`config.mk`:
```
export PLATFORM = sky130hd
export DESIGN_NAME = gbt_link_monitor_flat
export DESIGN_NICKNAME = d
export VERILOG_FILES = /design/src/rtl/gbt_link_pkg.sv /design/src/rtl/gbt_link_monitor_if.sv /design/src/rtl/gbt_link_monitor_sync_ff.sv /design/src/rtl/gbt_link_monitor.sv /design/src/flat_wrapper.sv
export SDC_FILE = /design/constraint.sdc
export NUM_CORES = 1
export LEC_CHECK = 0
export ABC_CLOCK_PERIOD_IN_PS = 3650
export CAP_MARGIN = 20
export CORE_ASPECT_RATIO = 0.75
export CORE_MARGIN = 4
export CORE_UTILIZATION = 55
export DETAILED_ROUTE_END_ITERATION = 10
export PLACE_DENSITY = 0.79
export SYNTH_ARGS = -nofsm -noshare
export SYNTH_HDL_FRONTEND = slang
export SYNTH_HIERARCHICAL = 1
export SYNTH_SLANG_ARGS = --single-unit
```
`constraint.sdc`:
```
create_clock -name clock_i -period 3.65 [get_ports clock_i]
set_input_delay 0.73 -clock clock_i [delete_from_list [all_inputs] [get_ports clock_i]]
set_output_delay 0.73 -clock clock_i [all_outputs]
set_load 0.01 [all_outputs]
```
`src/rtl/gbt_link_pkg.sv`:
```
// Shared types and defaults for the GBT link monitor: FSM state encoding
// and the default lock/loss thresholds.
package gbt_link_pkg;

  typedef enum logic [1:0] {
    WAIT   = 2'd0,
    HUNT   = 2'd1,
    LOCKED = 2'd2,
    LOST   = 2'd3
  } link_state_e;

  localparam int GOOD_FRAMES_DEF = 64;
  localparam int BAD_FRAMES_DEF  = 4;
  localparam int TX_CNT_WIDTH    = 16;
  localparam int FRAME_CNT_WIDTH = 8;

  // Clamp a threshold parameter into the 8-bit good/bad counter range.
  function automatic logic [FRAME_CNT_WIDTH-1:0] frame_thresh(input int n);
    if (n > 255) return 8'd255;
    if (n < 1)   return 8'd1;
    return 8'(n);
  endfunction

endpackage

```
`src/rtl/gbt_link_monitor_if.sv`:
```
// Status/frame bus between the GBTx receive path and the link monitor.
// frame_strobe_i is a one-cycle qualifier: header_ok_i is only meaningful
// while it is high; there is no backpressure, every strobe is consumed.
interface gbt_link_monitor_if #(
  parameter int CNT_WIDTH = 16
) ();
  import gbt_link_pkg::*;

  logic                 gbtx_rxready_raw_i;
  logic                 gbtx_txready_raw_i;
  logic                 frame_strobe_i;
  logic                 header_ok_i;
  logic                 cnt_reset_i;
  logic                 gbt_rxready_o;
  logic                 gbt_rxvalid_o;
  logic                 gbt_txready_o;
  logic [CNT_WIDTH-1:0] unlock_cnt_o;
  logic [CNT_WIDTH-1:0] bad_frame_cnt_o;
  link_state_e          state;

  modport master (
    output gbtx_rxready_raw_i,
    output gbtx_txready_raw_i,
    output frame_strobe_i,
    output header_ok_i,
    output cnt_reset_i,
    input  gbt_rxready_o,
    input  gbt_rxvalid_o,
    input  gbt_txready_o,
    input  unlock_cnt_o,
    input  bad_frame_cnt_o,
    input  state
  );

  modport slave (
    input  gbtx_rxready_raw_i,
    input  gbtx_txready_raw_i,
    input  frame_strobe_i,
    input  header_ok_i,
    input  cnt_reset_i,
    output gbt_rxready_o,
    output gbt_rxvalid_o,
    output gbt_txready_o,
    output unlock_cnt_o,
    output bad_frame_cnt_o,
    output state
  );

endinterface

```
`src/rtl/gbt_link_monitor_sync_ff.sv`:
```
// Multi-flop synchronizer for an asynchronous level; clears synchronously
// so a reset always presents a deasserted level downstream.
module sync_ff #(
  parameter int STAGES = 2
) (
  input  logic clock_i,
  input  logic reset_i,
  input  logic din,
  output logic dout
);

  (* ASYNC_REG = "TRUE" *) logic [STAGES-1:0] chain;

  always_ff @(posedge clock_i) begin
    if (reset_i) begin
      chain <= '0;
    end else begin
      chain <= {chain[STAGES-2:0], din};
    end
  end

  assign dout = chain[STAGES-1];

endmodule

```
`src/rtl/gbt_link_monitor.sv`:
```
// Qualifies GBTx RX/TX status and frame-header lock, producing stable ready
// levels for the startup reset generator plus saturating slow-control counters.
module gbt_link_monitor
  import gbt_link_pkg::*;
#(
  parameter int SYNC_STAGES      = 2,
  parameter int GOOD_FRAMES      = GOOD_FRAMES_DEF,
  parameter int BAD_FRAMES       = BAD_FRAMES_DEF,
  parameter int TX_STABLE_CYCLES = 256,
  parameter int CNT_WIDTH        = 16
) (
  input logic               clock_i,
  input logic               reset_i,
  gbt_link_monitor_if.slave bus
);

  localparam logic [FRAME_CNT_WIDTH-1:0] GOOD_TGT = frame_thresh(GOOD_FRAMES);
  localparam logic [FRAME_CNT_WIDTH-1:0] BAD_TGT  = frame_thresh(BAD_FRAMES);
  localparam logic [TX_CNT_WIDTH-1:0]    TX_TGT   = TX_CNT_WIDTH'(TX_STABLE_CYCLES);

  logic rx_s;
  logic tx_s;

  sync_ff #(.STAGES(SYNC_STAGES)) u_rx_sync (
    .clock_i (clock_i),
    .reset_i (reset_i),
    .din     (bus.gbtx_rxready_raw_i),
    .dout    (rx_s)
  );

  sync_ff #(.STAGES(SYNC_STAGES)) u_tx_sync (
    .clock_i (clock_i),
    .reset_i (reset_i),
    .din     (bus.gbtx_txready_raw_i),
    .dout    (tx_s)
  );

  // TX stability filter: output register loads together with the counter
  // reaching its target, and drops as soon as tx_s is seen low.
  logic [TX_CNT_WIDTH-1:0] tx_cnt;
  logic [TX_CNT_WIDTH-1:0] tx_cnt_n;
  logic                    txready_q;
  logic                    rxready_q;

  always_comb begin
    tx_cnt_n = '0;
    if (tx_s) begin
      tx_cnt_n = (tx_cnt == TX_TGT) ? tx_cnt : tx_cnt + TX_CNT_WIDTH'(1);
    end
  end

  always_ff @(posedge clock_i) begin
    if (reset_i) begin
      tx_cnt    <= '0;
      txready_q <= 1'b0;
      rxready_q <= 1'b0;
    end else begin
      tx_cnt    <= tx_cnt_n;
      txready_q <= tx_s && (tx_cnt_n == TX_TGT);
      rxready_q <= rx_s;
    end
  end

  // Frame lock FSM
  link_state_e                state_q;
  link_state_e                state_n;
  logic [FRAME_CNT_WIDTH-1:0] good_q;
  logic [FRAME_CNT_WIDTH-1:0] good_n;
  logic [FRAME_CNT_WIDTH-1:0] bad_q;
  logic [FRAME_CNT_WIDTH-1:0] bad_n;
  logic                       unlock_inc;
  logic                       bad_inc;

  always_ff @(posedge clock_i) begin
    if (reset_i) begin
      state_q <= WAIT;
      good_q  <= '0;
      bad_q   <= '0;
    end else begin
      state_q <= state_n;
      good_q  <= good_n;
      bad_q   <= bad_n;
    end
  end

  always_comb begin
    state_n    = state_q;
    good_n     = good_q;
    bad_n      = bad_q;
    unlock_inc = 1'b0;
    bad_inc    = 1'b0;
    if (!rx_s) begin
      // Losing RX-ready wins over everything; an exit from lock is still counted.
      state_n    = WAIT;
      good_n     = '0;
      bad_n      = '0;
      unlock_inc = (state_q == LOCKED) || (state_q == LOST);
    end else begin
      case (state_q)
        WAIT: begin
          good_n  = '0;
          bad_n   = '0;
          state_n = HUNT;
        end
        HUNT: begin
          if (bus.frame_strobe_i) begin
            if (bus.header_ok_i) begin
              good_n = good_q + 8'd1;
              if (good_q + 8'd1 == GOOD_TGT) begin
                state_n = LOCKED;
                bad_n   = '0;
              end
            end else begin
              good_n = '0;
            end
          end
        end
        LOCKED: begin
          if (bus.frame_strobe_i) begin
            if (!bus.header_ok_i) begin
              bad_inc = 1'b1;
              bad_n   = bad_q + 8'd1;
              if (bad_q + 8'd1 == BAD_TGT) begin
                state_n = LOST;
              end
            end else begin
              bad_n = '0;
            end
          end
        end
        LOST: begin
          unlock_inc = 1'b1;
          good_n     = '0;
          state_n    = HUNT;
        end
        default: begin
          state_n = WAIT;
        end
      endcase
    end
  end

  // Slow-control counters: clear beats increment, increments saturate.
  logic [CNT_WIDTH-1:0] unlock_cnt;
  logic [CNT_WIDTH-1:0] bad_frame_cnt;

  always_ff @(posedge clock_i) begin
    if (reset_i || bus.cnt_reset_i) begin
      unlock_cnt    <= '0;
      bad_frame_cnt <= '0;
    end else begin
      if (unlock_inc && (unlock_cnt != '1)) begin
        unlock_cnt <= unlock_cnt + CNT_WIDTH'(1);
      end
      if (bad_inc && (bad_frame_cnt != '1)) begin
        bad_frame_cnt <= bad_frame_cnt + CNT_WIDTH'(1);
      end
    end
  end

  assign bus.gbt_rxready_o   = rxready_q;
  assign bus.gbt_rxvalid_o   = (state_q == LOCKED);
  assign bus.gbt_txready_o   = txready_q;
  assign bus.unlock_cnt_o    = unlock_cnt;
  assign bus.bad_frame_cnt_o = bad_frame_cnt;
  assign bus.state           = state_q;

endmodule

```
`src/flat_wrapper.sv`:
```
// flat-port wrapper written by rule: the top's interface ports become plain ports
module gbt_link_monitor_flat import gbt_link_pkg::*;
#(
  parameter int SYNC_STAGES      = 2,
  parameter int GOOD_FRAMES      = GOOD_FRAMES_DEF,
  parameter int BAD_FRAMES       = BAD_FRAMES_DEF,
  parameter int TX_STABLE_CYCLES = 256,
  parameter int CNT_WIDTH        = 16
)
  (clock_i, reset_i, bus_gbtx_rxready_raw_i, bus_gbtx_txready_raw_i, bus_frame_strobe_i, bus_header_ok_i, bus_cnt_reset_i, bus_gbt_rxready_o, bus_gbt_rxvalid_o, bus_gbt_txready_o, bus_unlock_cnt_o, bus_bad_frame_cnt_o, bus_state);
  gbt_link_monitor_if #(.CNT_WIDTH(CNT_WIDTH)) bus_i ();
  input logic clock_i;
  input logic reset_i;
  input wire logic [$bits(bus_i.gbtx_rxready_raw_i)-1:0] bus_gbtx_rxready_raw_i;
  input wire logic [$bits(bus_i.gbtx_txready_raw_i)-1:0] bus_gbtx_txready_raw_i;
  input wire logic [$bits(bus_i.frame_strobe_i)-1:0] bus_frame_strobe_i;
  input wire logic [$bits(bus_i.header_ok_i)-1:0] bus_header_ok_i;
  input wire logic [$bits(bus_i.cnt_reset_i)-1:0] bus_cnt_reset_i;
  output wire logic [$bits(bus_i.gbt_rxready_o)-1:0] bus_gbt_rxready_o;
  output wire logic [$bits(bus_i.gbt_rxvalid_o)-1:0] bus_gbt_rxvalid_o;
  output wire logic [$bits(bus_i.gbt_txready_o)-1:0] bus_gbt_txready_o;
  output wire logic [$bits(bus_i.unlock_cnt_o)-1:0] bus_unlock_cnt_o;
  output wire logic [$bits(bus_i.bad_frame_cnt_o)-1:0] bus_bad_frame_cnt_o;
  output wire logic [$bits(bus_i.state)-1:0] bus_state;
  assign bus_i.gbtx_rxready_raw_i = bus_gbtx_rxready_raw_i;
  assign bus_i.gbtx_txready_raw_i = bus_gbtx_txready_raw_i;
  assign bus_i.frame_strobe_i = bus_frame_strobe_i;
  assign bus_i.header_ok_i = bus_header_ok_i;
  assign bus_i.cnt_reset_i = bus_cnt_reset_i;
  assign bus_gbt_rxready_o = bus_i.gbt_rxready_o;
  assign bus_gbt_rxvalid_o = bus_i.gbt_rxvalid_o;
  assign bus_gbt_txready_o = bus_i.gbt_txready_o;
  assign bus_unlock_cnt_o = bus_i.unlock_cnt_o;
  assign bus_bad_frame_cnt_o = bus_i.bad_frame_cnt_o;
  assign bus_state = bus_i.state;
  gbt_link_monitor #(.SYNC_STAGES(SYNC_STAGES), .GOOD_FRAMES(GOOD_FRAMES), .BAD_FRAMES(BAD_FRAMES), .TX_STABLE_CYCLES(TX_STABLE_CYCLES), .CNT_WIDTH(CNT_WIDTH)) u_core (.clock_i(clock_i), .reset_i(reset_i), .bus(bus_i));
endmodule
```
==> results of run 1 <==
-- cells in the final DEF, fill, tap and decap left out, types with 4 or more instances in the layout --
cell type,Yosys,routed
dfxtp_1,72,72
nor2_1,71,71
clkdlybuf4s50_1,0,43
nand3_1,32,32
nand2_1,30,30
xnor2_1,23,23
xor2_1,22,22
nand4_1,16,16
a21oi_1,15,15
inv_1,14,14
nor3_1,14,14
ha_1,11,11
clkbuf_8,0,10
o21ai_0,10,10
and3_1,9,9
nor2b_1,8,8
mux2i_1,7,7
a31oi_1,6,6
nand2b_1,5,5
o21ai_1,4,4
o311ai_1,4,4
nor4_1,4,4
a211oi_1,4,4
-- area by class of cell --
type / instances / area, µm²
Timing Repair Buffer: 44 / 438
Sequential cell: 72 / 1440
Inverter: 16 / 60.1
Multi-Input combinational cell: 336 / 2080
Clock inverter: 4 / 45.0
Clock buffer: 11 / 141
Fill cell: 535 / 2070
Tap cell: 81 / 101
-- sequential cells by signal, summed over array words and instances (netlist names) --
| signal | cells |
|---|---|
| u_core/u_tx_sync/chain | 2 |
| u_core/bus.bad_frame_cnt_o | 16 |
| u_core/tx_cnt | 16 |
| u_core/bad_q | 8 |
| u_core/bus.unlock_cnt_o | 16 |
| u_core/bus.gbt_rxready_o | 1 |
| u_core/bus.state | 2 |
| u_core/u_rx_sync/chain | 2 |
| u_core/good_q | 8 |
| u_core/bus.gbt_txready_o | 1 |
-- cells in the mapped netlist, drive strengths merged, types with 2 or more instances --
cell     count
or3          3
buf          7
nor2b        8
clkinv       2
and4         2
nor4         4
nor3b        2
o211ai       2
nand2       30
and3        10
a31o         2
and2         2
clkbuf      14
or4          3
o311ai       4
a21oi       16
o21a         3
o22ai        2
nand3       32
a2111oi      2
a31oi        6
nand4       16
nor2        71
inv         14
or2          2
xnor2       23
mux2i        7
ha          11
xor2        22
o41ai        2
a211oi       4
nor3        16
dfxtp       72
o21ai       14
nand2b       5
-- layer usage --
layer | routed length, µm | global-route usage
met3 | 425 | 0.0448
met2 | 3450 | 0.300
met4 | 80 | 0.0708
met1 | 4100 | 0.314
met5 | 0 | 0
-- worst paths after layout --
check	to	slack (ns)	cells past startpoint
hold / removal	u_core/u_rx_sync/chain[1]$_SDFF_PP0_	0.45	1
setup / recovery	u_core/bad_q[5]$_SDFFE_PP0P_	1.04	6
setup reg to reg	u_core/bad_q[0]$_SDFFE_PP0P_	1.22	6
hold reg to reg	u_core/u_rx_sync/chain[1]$_SDFF_PP0_	0.45	1
-- per-stage QoR --
| stage | hold slack [ns] | setup slack (ns) |
|---|---|---|
| 2_1_floorplan | 0.414 | 1.62 |
| 3_3_place_gp | 0.418 | 0.865 |
| 3_5_place_dp | 0.434 | 0.730 |
| 4_1_cts | 0.453 | 1.09 |
| 5_1_grt | 0.465 | 0.951 |
| 6_report | 0.451 | 1.04 |
-- power breakdown --
group | leakage, nW | switching, mW | internal [mW]
clock | 0.0989 | 0.278 | 0.327
sequential | 0.581 | 0.00279 | 0.788
combinational | 0.774 | 0.0201 | 0.0137
-- kinds of logic (layout without fill, tap and decap cells) --
kind of cell | count (synthesis) | after routing | share of synthesized area
multiplexers | 7 | 7 | 0.0191
flip-flops | 72 | 72 | 0.393
XOR/XNOR | 45 | 45 | 0.107
AND/OR/NAND/NOR | 211 | 211 | 0.287
AO/OA/AOI/OAI | 62 | 62 | 0.116
buffers and inverters | 37 | 75 | 0.0402
adder cells (fa/ha/maj) | 11 | 11 | 0.0375
==> results.py, run 1 <==
metrics = {
    "pwr": {
        "finalPower_mw": 1.43,
        "p_per_area_nw_per_um2": 332,
        "p_leak_nw": 1.45,
        "vdd.ir_drop.worst_uv": 203,
    },
    "layout": {
        "area_growth_pct": 17.4,
        "design_area_um2": 4310,
        "fin_util": 0.675,
        "fin_cells": 564,
        "nNetsFinal": 497,
        "drive_above_1_share": 0.0559,
        "diodes": 0,
    },
    "flow_run": {
        "drv_cap": 0,
    },
    "worst_setup_path": {
        "max_stage_delay_ns": 0.61,
        "required_ns": 3.89,
        "startpoint_type": "input pin",
        "critPathLaunch": "bus_frame_strobe_i",
        "worstPathMaxFanout": 11,
        "r2r_start": "u_core/good_q[3]$_SDFFE_PP0P_",
        "arrival_ns": 2.86,
        "path_cells": "clkdlybuf4s50_1 > nand4_1 > a21oi_1 > a31oi_1 > or3_1 > o41ai_2",
        "critical_path_class": "in2reg",
        "critPathBufInv": 1,
        "slowest_stage": "or3_1",
        "worst_setup_path_end_kind": "flop",
        "crit_family": "compound AO/OA/AOI/OAI gates",
    },
    "routing": {
        "wire_per_inst_um": 14.3,
        "drt-total-wl_um": 8060,
        "via_count": 3201,
        "route.detailed.drc": 0,
        "drtIter0Drc": 179,
        "vias_per_cell": 5.68,
        "ant_nets": 0,
        "dr.pass1.iters": 4,
    },
    "cts": {
        "postCtsSetupBuffers": 0,
        "root_buffer": "clkbuf_8",
        "clkTransAtPathRegs_ns": 0.07,
        "clk_latency_ns": 0.34,
        "ctsHtreeMaxLevel": 3,
        "clock_sinks": 72,
        "cts.path.max_buffers": 2,
        "cts_tree": "done",
        "cts-buffers-inserted": 9,
        "post_cts_resized": 0,
        "cts_hold_buf": 0,
    },
    "global_routing": {
        "grt_pass1_wl_um": 13600,
        "grt_pass1_vias": 2861,
        "grt_max_degree": 33,
        "antenna_found_initial": 0,
        "overflow": 0,
        "grt.total_usage": 0.211,
    },
    "timing": {
        "fin_crit_ns": 2.61,
        "finalCritPeriodShare": 0.716,
        "maxSlewHeadroom": 0.359,
        "hold_viol_final": 0,
        "rsz0062_at_grt": "false",
        "fin_skew_ns": 0.00577,
        "slew_violations": 0,
        "timing.fmax_mhz": 383,
        "tns_ns": 0,
        "setup_viol": 0,
        "worst_pin_slew_ns": 0.957,
    },
    "logic_synthesis": {
        "synth_top_area_share": 0.393,
        "synth.largest_area_cell": "dfxtp_1",
        "ys_top_cells_by_area": "dfxtp_1 (39%), nor2_1 (7.3%), xnor2_1 (5.5%)",
        "synth-seq-cells": 72,
        "synth_area_um2": 3670,
        "synth.avg_cell_area_um2": 8.24,
        "synth_cell_types": 52,
        "async_reset_ff_frac": 0,
        "synth_fp_nets": 463,
        "synth-edff-count": 0,
        "yosysWarnings": 6,
        "synth-seq-area-share": 0.393,
        "synth-main-ff-cell": "dfxtp_1",
        "syn_inst": 445,
    },
    "floorplanning": {
        "start_util": 0.575,
        "ios": 44,
        "row_count": 25,
        "core_um2": 6380,
        "fp.dieH_um": 78.7,
        "fp.dieW_um": 102,
        "dieArea_um2": 8050,
    },
    "status": {
        "outcome": "finished, final reports clean",
    },
    "min_path": {
        "hold_path.class": "reg2reg",
        "hold_start": "u_core/u_rx_sync/chain[0]$_SDFF_PP0_",
    },
    "placed_design": {
        "dp_cells": 549,
        "dp_hpwl_um": 5740,
        "place_area_um2": 4120,
        "gp_congestion": 0.848,
        "port-buffer-count": 43,
    },
}
Power figures use the tool's default switching activity.
==> run 2: changes to the inputs <==
--- a/config.mk
+++ b/config.mk
@@ -5,13 +5,13 @@
 export SDC_FILE = /design/constraint.sdc
 export NUM_CORES = 1
 export LEC_CHECK = 0
-export ABC_CLOCK_PERIOD_IN_PS = 3650
+export ABC_CLOCK_PERIOD_IN_PS = 2300
 export CAP_MARGIN = 20
 export CORE_ASPECT_RATIO = 0.75
 export CORE_MARGIN = 4
-export CORE_UTILIZATION = 55
+export CORE_UTILIZATION = 50
 export DETAILED_ROUTE_END_ITERATION = 10
-export PLACE_DENSITY = 0.79
+export PLACE_DENSITY = 0.76
 export SYNTH_ARGS = -nofsm -noshare
 export SYNTH_HDL_FRONTEND = slang
 export SYNTH_HIERARCHICAL = 1
==> constraint.sdc (replaced) <==
create_clock -name clock_i -period 2.3 [get_ports clock_i]
set_input_delay 0.46 -clock clock_i [delete_from_list [all_inputs] [get_ports clock_i]]
set_output_delay 0.46 -clock clock_i [all_outputs]
set_load 0.01 [all_outputs]
==> run 2 against run 1 <==
  * Core utilization decreased by 2.9 points
  * Final cell count increased by 6.6%
  * Hold slack got worse by 0.0044 ns
  * Total power increased by 61%
  * Setup slack got worse by 0.86 ns
  * Via count increased by 3.5%
  * Sequential power increased by 58%
  * Critical endpoint is now u_core/bus.gbt_txready_o$_SDFF_PP0_
==> results.py, run 2 (synthesis gave the netlist of run 1 again) <==
metrics = {
    "worst_setup_path": {
        "critPathBufInv": 0,
        "startpoint_type": "flop",
        "required_ns": 2.52,
        "rrSetupSlack_ns": 0.17,
        "slowest_stage": "dfxtp_1",
        "critical_path_class": "reg2reg",
        "r2r_cells": 6,
        "path_cells": "nand2_1 > nor4_2 > nand4_1 > xor2_1 > nand3_1 > a2111oi_2",
        "arrival_ns": 2.35,
        "worstPathMaxFanout": 7,
        "cp.depth": 6,
        "max_stage_delay_ns": 0.48,
        "crit_family": "simple AND/OR/NAND/NOR gates",
        "worst_setup_path_end_kind": "flop",
    },
    "placed_design": {
        "dp_hpwl_um": 6070,
        "dp_slack_ns": -0.0106,
        "gp_congestion": 0.914,
        "place_area_um2": 4280,
        "port-buffer-count": 43,
    },
    "timing": {
        "slew_violations": 0,
        "setup_viol": 0,
        "fin_skew_ns": 0.00640,
        "hold_viol_final": 0,
        "rsz0062_at_grt": "false",
        "worst_pin_slew_ns": 0.630,
        "setup_ws_ns": 0.173,
        "tns_ns": 0,
        "maxSlewHeadroom": 0.568,
        "timing.fmax_mhz": 470,
        "finalCritPeriodShare": 0.925,
        "fin_crit_ns": 2.13,
    },
    "routing": {
        "drt-total-wl_um": 8470,
        "dr.pass1.iters": 4,
        "drtIter0Drc": 242,
        "vias_per_cell": 5.51,
        "route.detailed.drc": 0,
        "ant_nets": 0,
        "via_count": 3313,
        "wire_per_inst_um": 14.1,
    },
    "global_routing": {
        "overflow": 0,
        "antenna_found_initial": 0,
        "grt_max_degree": 33,
        "grt_pass1_wl_um": 14500,
        "grt_pass1_vias": 3079,
        "grt.total_usage": 0.206,
    },
    "flow_run": {
        "drv_cap": 0,
    },
    "floorplanning": {
        "core_um2": 6960,
        "row_count": 26,
        "fp.dieW_um": 107,
        "fp.dieH_um": 82.2,
        "start_util": 0.527,
        "ios": 44,
        "dieArea_um2": 8790,
    },
    "layout": {
        "fillers": 622,
        "area_growth_pct": 22.6,
        "diodes": 0,
        "design_area_um2": 4500,
        "drive_above_1_share": 0.101,
        "layout_common_cells": "dfxtp_1 (72), nor2_1 (71), clkdlybuf4s50_1 (43)",
        "nNetsFinal": 516,
        "final_common_cell": "dfxtp_1",
    },
    "cts": {
        "clk_latency_ns": 0.35,
        "clkTransAtPathRegs_ns": 0.08,
        "root_buffer": "clkbuf_8",
        "postCtsSetupBuffers": 0,
        "cts_tree": "done",
        "cts.path.max_buffers": 2,
        "ctsHtreeMaxLevel": 3,
        "clock_sinks": 72,
        "cts-buffers-inserted": 9,
    },
    "min_path": {
        "hold_path.class": "reg2reg",
        "hold-path-cell-count": 1,
    },
    "status": {
        "outcome": "finished, final reports clean",
    },
    "pwr": {
        "p_per_area_nw_per_um2": 512,
        "p_leak_nw": 1.54,
        "vdd.ir_drop.worst_uv": 283,
    },
}
-- run 2: layout make-up --
cell class                 count  area (µm²)  area share
clock inverter                 7        72.6      0.0161
multi-input combinational    336        2100       0.466
tap                           98         123      0.0273
clock buffer                   9         124      0.0275
sequential                    72        1440       0.320
inverter                      16        60.1      0.0134
timing repair buffer          63         581       0.129
-- run 2: worst paths after layout --
kind                                                            from                              endpoint
worst min-delay path            u_core/u_tx_sync/chain[0]$_SDFF_PP0_  u_core/u_tx_sync/chain[1]$_SDFF_PP0_
worst max register to register          u_core/tx_cnt[10]$_SDFF_PP0_   u_core/bus.gbt_txready_o$_SDFF_PP0_
worst max-delay path                    u_core/tx_cnt[10]$_SDFF_PP0_   u_core/bus.gbt_txready_o$_SDFF_PP0_
worst min register to register  u_core/u_tx_sync/chain[0]$_SDFF_PP0_  u_core/u_tx_sync/chain[1]$_SDFF_PP0_
-- run 2: worst register-to-register path, stage by stage (launching register included) --
cell	delay (ns)
dfxtp_1	0.48
nand2_1	0.15
nor4_2	0.36
nand4_1	0.17
xor2_1	0.23
nand3_1	0.15
a2111oi_2	0.46
-- run 2: timing repair --
item,4_1_cts,5_1_grt
gates resized for setup,1,3
pin swaps,0,0
hold buffers,0,0
setup endpoints to repair,1,1
-- run 2: per-layer routing --
metal / up-vias / wire length (µm) / part of all wire / GRT usage
met1: 1546 / 4030 / 0.48 / 0.272
met5: - / 0 / 0 / 0
met2: 106 / 3830 / 0.45 / 0.329
met3: 6 / 543 / 0.064 / 0.0629
li1: 1655 / - / - / -
met4: 0 / 62 / 0.0073 / 0.0587
-- run 2: metrics by stage --
step	total power [mW]	util	hold slack (ns)	cells
after global placement	1.34	0.615	0.432	585
after detailed placement	1.34	0.615	0.437	585
after floorplan	1.31	-	0.414	445
final	2.31	0.646	0.446	601
after global routing	2.40	0.646	0.464	601
after CTS	2.33	0.644	0.451	601
-- run 2: report_power, final --
part / internal (mW) / switching [mW]
clock: 0.500 / 0.493
combinational: 0.0248 / 0.0327
sequential: 1.25 / 0.00460
==> run 3: changes to the inputs <==
--- a/config.mk
+++ b/config.mk
@@ -5,13 +5,14 @@
 export SDC_FILE = /design/constraint.sdc
 export NUM_CORES = 1
 export LEC_CHECK = 0
-export ABC_CLOCK_PERIOD_IN_PS = 2300
+export ABC_CLOCK_PERIOD_IN_PS = 1800
 export CAP_MARGIN = 20
 export CORE_ASPECT_RATIO = 0.75
 export CORE_MARGIN = 4
 export CORE_UTILIZATION = 50
 export DETAILED_ROUTE_END_ITERATION = 10
 export PLACE_DENSITY = 0.76
+export SKIP_LAST_GASP = 1
 export SYNTH_ARGS = -nofsm -noshare
 export SYNTH_HDL_FRONTEND = slang
 export SYNTH_HIERARCHICAL = 1
==> constraint.sdc (replaced) <==
create_clock -name clock_i -period 1.8 [get_ports clock_i]
set_input_delay 0.36 -clock clock_i [delete_from_list [all_inputs] [get_ports clock_i]]
set_output_delay 0.36 -clock clock_i [all_outputs]
set_load 0.01 [all_outputs]
==> run 3 against run 2 <==
  * The flow now finishes with violations (setup timing)
  * Total power grew 31%
  * Hold slack gained 0.0030 ns
  * Critical path depth grew 1
  * Clock skew shrank 0.0015 ns
  * Clock-buffer cell count grew 3
  * Register-to-register slack lost 0.20 ns
  * Global-route usage grew 3.8 points
  * Routed wire length grew 28%
  * Critical path type unchanged
  * Sequential cell count is the same
  * Core utilization grew 15 points
  * Die area is the same
  * Final cell count grew 16%
==> results.py, run 3 (synthesis gave the netlist of run 1 again) <==
metrics = {
    "floorplanning": {
        "start_util": 0.527,
        "dieArea_um2": 8790,
        "row_count": 26,
        "fp.dieW_um": 107,
        "core_um2": 6960,
        "fp.dieH_um": 82.2,
        "ios": 44,
    },
    "routing": {
        "dr.pass1.iters": 5,
        "route.detailed.drc": 0,
        "dr_wl_met3_um": 548,
        "drtIter0Drc": 169,
        "ant_nets": 0,
        "wire_per_inst_um": 15.6,
        "vias_per_cell": 5.51,
        "via_count": 3830,
        "routed.top_layer": "met4",
        "drt-total-wl_um": 10800,
        "wl_met1_um": 4770,
        "wl_met2_um": 5340,
    },
    "pwr": {
        "p_comb_frac": 0.036,
        "internal_power_mw": 2.38,
        "pwr-share-clk": 0.438,
        "switching_power_uw": 637,
        "p_per_area_nw_per_um2": 543,
        "vdd.ir_drop.worst_uv": 481,
        "p_leak_nw": 2.06,
        "power_frac_seq": 0.525,
        "swShare": 0.211,
    },
    "timing": {
        "maxSlewHeadroom": 0.685,
        "finalCritPeriodShare": 1.01,
        "fin_crit_ns": 1.83,
        "slew_violations": 0,
        "setup_viol": 3,
        "worst_pin_slew_ns": 0.470,
        "hold_viol_final": 0,
        "setup_ws_ns": -0.0264,
        "hold_ws_ns": 0.449,
        "fin_skew_ns": 0.00490,
        "rsz0062_at_grt": "true",
        "timing.fmax_mhz": 548,
    },
    "cts": {
        "ctsHtreeMaxLevel": 3,
        "cts_hold_buf": 0,
        "cts.path.max_buffers": 2,
        "clk_latency_ns": 0.35,
        "cts_tree": "done",
        "clkTransAtPathRegs_ns": 0.07,
        "root_buffer": "clkbuf_8",
        "clock_sinks": 72,
        "cts-buffers-inserted": 9,
    },
    "layout": {
        "diodes": 0,
        "fillers": 467,
        "layout_common_cells": "buf_4 (112), nor2_1 (70), dfxtp_1 (44)",
        "final_common_cell": "buf_4",
        "drive_above_1_share": 0.355,
        "area_growth_pct": 51.6,
        "nNetsFinal": 612,
    },
    "status": {
        "outcome": "finished with violations",
        "violations": "setup timing",
    },
    "worst_setup_path": {
        "required_ns": 2.04,
        "worst_setup_path_end_kind": "flop",
        "arrival_ns": 2.07,
        "critical_path_class": "reg2reg",
        "path_cells": "nand3_1 > buf_4 > nor3_2 > nand2_1 > o21ai_0 > nand3_1 > a2111oi_2",
        "cp_common_cell": "nand3_1",
        "worstPathMaxFanout": 3,
        "max_stage_delay_ns": 0.36,
        "startpoint_type": "flop",
        "slowest_stage": "dfxtp_1",
    },
    "global_routing": {
        "grt_max_degree": 15,
        "grt.total_usage": 0.243,
        "overflow": 0,
        "grt_pass1_vias": 3708,
        "grt_pass1_wl_um": 17300,
        "antenna_found_initial": 0,
    },
    "placed_design": {
        "port-buffer-count": 43,
        "dp_hpwl_um": 7280,
        "gp_congestion": 0.881,
        "dp_slack_ns": -0.340,
    },
    "min_path": {
        "hold_path.class": "reg2reg",
    },
    "flow_run": {
        "drv_cap": 0,
    },
}
## run 3: metal layers
metal  vias up  track usage
li1       1848            -
met1      1842        0.310
met2       121        0.411
met3        19       0.0692
met4         0       0.0626
met5         -            0
## run 3: final cells by class
class | count | area (µm²) | area share
clock buffer | 12 | 166 | 0.0299
timing repair buffer | 159 | 1320 | 0.237
clock inverter | 2 | 37.5 | 0.00675
multi-input combinational | 336 | 2350 | 0.422
sequential | 72 | 1510 | 0.271
tap | 98 | 123 | 0.0220
inverter | 16 | 61.3 | 0.0110
## run 3: metrics by stage
step	power (mW)	utilization	cells	TNS [ns]	cell area (µm²)
after detailed placement	1.73	0.721	673	-7.45	5020
after global placement	1.73	0.721	673	-5.35	5020
after global routing	3.13	0.799	695	-1.15	5560
after CTS	3.06	0.766	690	-0.0455	5330
final	3.02	0.799	695	-0.0312	5560
after floorplan	1.67	-	445	-0.137	3760
## run 3: critical path: cells and delay by family, from the launching register on
kind	cells	cell delay [ns]
buffers and inverters	1	0.18
AO/OA/AOI/OAI	2	0.60
flip-flops	1	0.36
AND/OR/NAND/NOR	4	0.58
## run 3: what timing repair did
item | in CTS | in global routing
resized for setup | 30 | 46
setup buffers | 3 | 4
gates cloned | 0 | 1
pin swaps | 10 | 24
endpoints found under the setup margin | 27 | 40
## run 3: final timing paths
check,start,end,slack (ns),cells after the start
max,u_core/tx_cnt[5]$_SDFF_PP0_,u_core/bus.gbt_txready_o$_SDFF_PP0_,-0.03,7
min reg2reg,u_core/u_tx_sync/chain[0]$_SDFF_PP0_,u_core/u_tx_sync/chain[1]$_SDFF_PP0_,0.45,1
min,u_core/u_tx_sync/chain[0]$_SDFF_PP0_,u_core/u_tx_sync/chain[1]$_SDFF_PP0_,0.45,1
max reg2reg,u_core/tx_cnt[5]$_SDFF_PP0_,u_core/bus.gbt_txready_o$_SDFF_PP0_,-0.03,7
## run 3: power groups by stage
stage               clock network, mW  logic (mW)  registers (mW)
global route                     1.43       0.117            1.59
CTS                              1.36      0.0987            1.60
global placement                    0      0.0943            1.63
floorplan                           0      0.0391            1.63
finish                           1.32       0.109            1.59
detailed placement                  0      0.0960            1.63
